==> config.mk <==
export PLATFORM = sky130hd
export DESIGN_NAME = sram_bus_arbiter
export DESIGN_NICKNAME = d
export VERILOG_FILES = /design/src/rtl/sram_bus_arbiter.sv
export SDC_FILE = /design/constraint.sdc
export NUM_CORES = 1
export LEC_CHECK = 0
export ABC_AREA = 1
export CORE_AREA = 2 2 95 97
export CTS_BUF_LIST = sky130_fd_sc_hd__clkbuf_8
export CTS_CLUSTER_SIZE = 30
export DETAILED_ROUTE_END_ITERATION = 10
export DIE_AREA = 0 0 97 99
export DONT_BUFFER_PORTS = 1
export PLACE_DENSITY = 0.33
export SETUP_SLACK_MARGIN = 0.02
export SLEW_MARGIN = 20
export SYNTH_ARGS = -nofsm -noshare
export SYNTH_HDL_FRONTEND = slang
export SYNTH_SLANG_ARGS = --single-unit
==> constraint.sdc <==
create_clock -name clk -period 2.6 [get_ports clk]
set_clock_uncertainty 0.05 [all_clocks]
set_input_delay 0.13 -clock clk [delete_from_list [all_inputs] [get_ports clk]]
set_output_delay 0.13 -clock clk [all_outputs]
set_load 0.1 [all_outputs]
==> src/rtl/sram_bus_arbiter.sv <==
// rtl/sram_bus_arbiter.sv - fetch/LSU arbiter for one SRAM-like port with in-order response tag FIFO; ARB_RR_EN selects round-robin priority
module sram_bus_arbiter #(
  parameter int MAX_OUTS = 4,
  parameter int ADDR_W   = 32
) (
  input  logic              clk,
  input  logic              resetn,
  input  logic              inst_req,
  input  logic [ADDR_W-1:0] inst_addr,
  output logic              inst_addr_ok,
  output logic              inst_data_ok,
  input  logic              data_req,
  input  logic              data_wr,
  input  logic [3:0]        data_wstrb,
  input  logic [ADDR_W-1:0] data_addr,
  input  logic [31:0]       data_wdata,
  output logic              data_addr_ok,
  output logic              data_data_ok,
  output logic [31:0]       rdata,
  output logic              mem_req,
  output logic              mem_wr,
  output logic [3:0]        mem_wstrb,
  output logic [ADDR_W-1:0] mem_addr,
  output logic [31:0]       mem_wdata,
  input  logic              mem_addr_ok,
  input  logic              mem_data_ok,
  input  logic [31:0]       mem_rdata
);
  localparam int PTR_W = $clog2(MAX_OUTS);
  localparam int CNT_W = PTR_W + 1;

  typedef enum logic [1:0] {IDLE = 2'd0, HOLD_INST = 2'd1, HOLD_DATA = 2'd2} state_e;

  state_e              state_q, state_d;
  logic [CNT_W-1:0]    count_q, count_d;
  logic [PTR_W-1:0]    wr_ptr_q, rd_ptr_q;
  logic [MAX_OUTS-1:0] tag_q;

  logic room;
  logic pick_data;
  logic grant_data;
  logic push;
  logic pop;
  logic head;

  assign room = (count_q < CNT_W'(MAX_OUTS));
  assign push = mem_req & mem_addr_ok;
  assign pop  = mem_data_ok & (count_q != '0);
  assign head = tag_q[rd_ptr_q];

`ifdef ARB_RR_EN
  logic rr_q;

  // Idle-state winner: rr_q names the master that wins a tie (0=inst, 1=data)
  always_comb begin
    if (rr_q) pick_data = data_req | ~inst_req;
    else      pick_data = data_req & ~inst_req;
  end

  // After every accepted request the other master gets priority
  always_ff @(posedge clk or negedge resetn) begin
    if (!resetn)   rr_q <= 1'b0;
    else if (push) rr_q <= ~grant_data;
  end
`else
  // Fixed priority: the LSU always beats fetch in IDLE
  always_comb pick_data = data_req;
`endif

  // Grant FSM state register
  always_ff @(posedge clk or negedge resetn) begin
    if (!resetn) state_q <= IDLE;
    else         state_q <= state_d;
  end

  // A request shown to memory but not taken locks the grant until it is accepted
  always_comb begin
    state_d = state_q;
    case (state_q)
      IDLE: begin
        if (mem_req && !mem_addr_ok) state_d = pick_data ? HOLD_DATA : HOLD_INST;
      end
      HOLD_INST, HOLD_DATA: begin
        if (push) state_d = IDLE;
      end
      default: state_d = IDLE;
    endcase
  end

  // Request path and response routing, all combinational; mem fields read 0 when no request
  always_comb begin
    grant_data   = (state_q == HOLD_DATA) || ((state_q == IDLE) && pick_data);
    mem_req      = resetn & room & ((state_q != IDLE) | inst_req | data_req);
    mem_wr       = 1'b0;
    mem_wstrb    = 4'b0;
    mem_addr     = '0;
    mem_wdata    = 32'b0;
    if (mem_req) begin
      if (grant_data) begin
        mem_wr    = data_wr;
        mem_wstrb = data_wstrb;
        mem_addr  = data_addr;
        mem_wdata = data_wdata;
      end else begin
        mem_addr  = inst_addr;
      end
    end
    inst_addr_ok = push & ~grant_data;
    data_addr_ok = push & grant_data;
    inst_data_ok = pop & ~head;
    data_data_ok = pop & head;
    rdata        = mem_rdata;
  end

  // Occupancy: a simultaneous push and pop cancel out
  always_comb begin
    count_d = count_q;
    if (push && !pop)      count_d = count_q + CNT_W'(1);
    else if (pop && !push) count_d = count_q - CNT_W'(1);
  end

  // Tag FIFO storage and wrap-around pointers (MAX_OUTS is a power of two)
  always_ff @(posedge clk or negedge resetn) begin
    if (!resetn) begin
      tag_q    <= '0;
      wr_ptr_q <= '0;
      rd_ptr_q <= '0;
      count_q  <= '0;
    end else begin
      if (push) begin
        tag_q[wr_ptr_q] <= grant_data;
        wr_ptr_q        <= wr_ptr_q + PTR_W'(1);
      end
      if (pop) rd_ptr_q <= rd_ptr_q + PTR_W'(1);
      count_q <= count_d;
    end
  end
endmodule

==> reports/metrics.csv <==
metric;value;unit
fp.dieW;97;um
worstMarginPinSlew;0.661;ns
synth_edf_count;0;
crit_path_frequent_cell;nand2_1;
postSynthCellCount;315;
grt_usage;14.1;%
synth_area;1890;um2
n_antenna_cell;0;
antenna_found_initial;0;
rsz0062_at_grt;false;
cts_hold_buf;2;
die_height;99;um
cp_data_arrival_time;2.09;ns
status;finished clean;
slew_headroom;55.8;%
grt_max_degree;74;
crit_family;buffers and inverters;
drc_errors;0;
postCtsSetupBuffers;0;
routed_wl;7160;um
cts_tree;yes;
multi_input_area;1260;um2
worstReg2RegStart;state_q[0];
power_density;1420;nW/um2
cp_slowest_cell;dfrtp_1;
cts_root_buf;clkbuf_8;
synthTopCellsByArea;nor2_1 22%, dfrtp_1 17%, buf_4 14%;
vdd_ir_drop_max;0.659;mV
cp_max_fo;73;
cts_made_buffers;3;
avgViaCountPerCell;4.38;
place_hpwl;5900;um
cpPeakStageDelay;0.38;ns
regArea;325;um2
nNetsFinal;497;
synth_top_area_share;22.1;%
maxCapViolCount;0;
ys_async_sr_fraction;100;%
layout-drive-gt1-share;46.7;%
dr.pass1.iters;4;
crit_chain;inv_1 > ha_1 > nand2_1 > inv_2 > nor2_8 > inv_8 > nand2_1 > nor2_2 > buf_4;
crit_required;2.42;ns
fin_tns_setup;0;ns
cts.repair.resized;0;
avgSynthCellArea;5.99;um2
core;8550;um2
rrSetupSlack;0.48;ns
crit_start;state_q[0];
hold_viol_final;0;
synth_fp_nets;462;
cts.sinks;13;
finalWorstPathRequiredPeriod;2.27;ns
leakage;1.25;nW
min_path_type;input pin to flip-flop;
max_freq;441;MHz
min-delay-start;data_req;
synth_seq_cells;13;
ant_nets;0;
vias;2000;
critPathLaunchType;flip-flop;
cp_num_buf_inv;4;
dieArea;9600;um2
drt-initial-drc-count;48;
grt_pass1_vias;1988;
layout_common_cells;73 x nor2_2, 54 x nand2_1, 45 x buf_4;
endpoint;mem_wdata[10];
grt_pass1_wl;11000;um
path_depth;9;
portBuffers;0;
worstReg2RegEnd;count_q[2];
fillers;932;
row_count;34;
yosysUniqueCellTypes;22;
insertion_delay;0.24;ns
clkTransAtPathRegs;0.06;ns
fin_total_pwr;4.03;mW
num_io_pins;245;
slew_viol_final;0;
ys_seq_area_share;17.2;%
wl_per_cell;15.7;um
initial_utilization;22.1;%
setup_viol;0;
place_congestion;0.828;
grt-ovfl-total;0;
yosys.area.top_type;nor2_1;
clockBufferDepth;2;
path_class;flip-flop to primary output;
finalCritPeriodShare;87.1;%
htree_levels;1;
cp-end-kind;primary output;
area_growth;50.9;%
reg2reg_depth;11;
yosysWarningCount;0;
synth_ff_type;dfrtp_1;
layout_commonest_cell;nor2_2;
-- power by group --
| group | switching, mW | internal, mW |
|---|---|---|
| sequential | 0.0711 | 0.303 |
| clock | 0.0787 | 0.104 |
| combinational | 2.55 | 0.923 |
-- worst min path at each step --
stage / cells past startpoint / slack, ns / to
2_1_floorplan: 0 / -0.22 / count_q[0]
3_3_place_gp: 0 / -0.22 / tag_q[2]
3_5_place_dp: 0 / -0.22 / tag_q[2]
4_1_cts: 3 / 0.02 / state_q[0]
5_1_grt: 3 / 0.04 / state_q[0]
6_report: 3 / 0.01 / state_q[0]
-- layout make-up --
| type | instances | area share [%] |
|---|---|---|
| well taps | 108 | 4.75 |
| clock inverters | 1 | 0.132 |
| clock buffers | 3 | 1.45 |
| repair buffers | 79 | 35.1 |
| inverters | 21 | 3.03 |
| flip-flops and latches | 13 | 11.4 |
| multi-input cells | 232 | 44.2 |
-- state kept, by name, indices dropped and copies added (netlist names) --
signal / cells
tag_q: 4
count_q: 3
rd_ptr_q: 2
state_q: 2
wr_ptr_q: 2
-- worst min-delay path, cell delays in order --
cell and delay [ns]:
nor2_1 0.02, nand3_1 0.07, nand2_1 0.05
-- synthesized netlist by cell type (3+ instances only) --
library cell,number
a21oi_1,3
buf_4,36
buf_6,11
dfrtp_1,13
ha_1,7
inv_1,17
inv_2,3
nand2_1,55
nand3_1,5
nor2_1,111
o21ai_0,29
o21ai_1,11
xor2_1,3
-- routing by layer --
layer | up-vias | share of wire [%] | GRT usage (%)
met2 | 113 | 47 | 22.2
met5 | - | 0 | 0
met4 | 0 | 0.53 | 2.71
met3 | 4 | 16 | 9.08
li1 | 1002 | - | -
met1 | 881 | 36 | 16.4
-- cell families after synthesis --
| family | synth area share (%) |
|---|---|
| flops | 17.2 |
| fa+ha+maj | 5.70 |
| buf+inv | 26.0 |
| xor+xnor | 1.86 |
| compound gates | 11.8 |
| mux | 0.597 |
| simple gates | 36.8 |
-- metrics by stage --
step | cells | worst slack (ns) | utilization (%) | hold WS [ns] | instance area, um2
after floorplan | 315 | 0.0295 | - | -0.216 | 1910
after global placement | 451 | 0.515 | 32.5 | -0.215 | 2780
after detailed placement | 451 | 0.492 | 32.5 | -0.215 | 2780
after CTS | 457 | 0.322 | 33.3 | 0.0217 | 2850
after global routing | 457 | 0.153 | 33.3 | 0.0415 | 2850
final | 457 | 0.335 | 33.3 | 0.0149 | 2850
No activity file was read; power rests on OpenSTA's default activity.
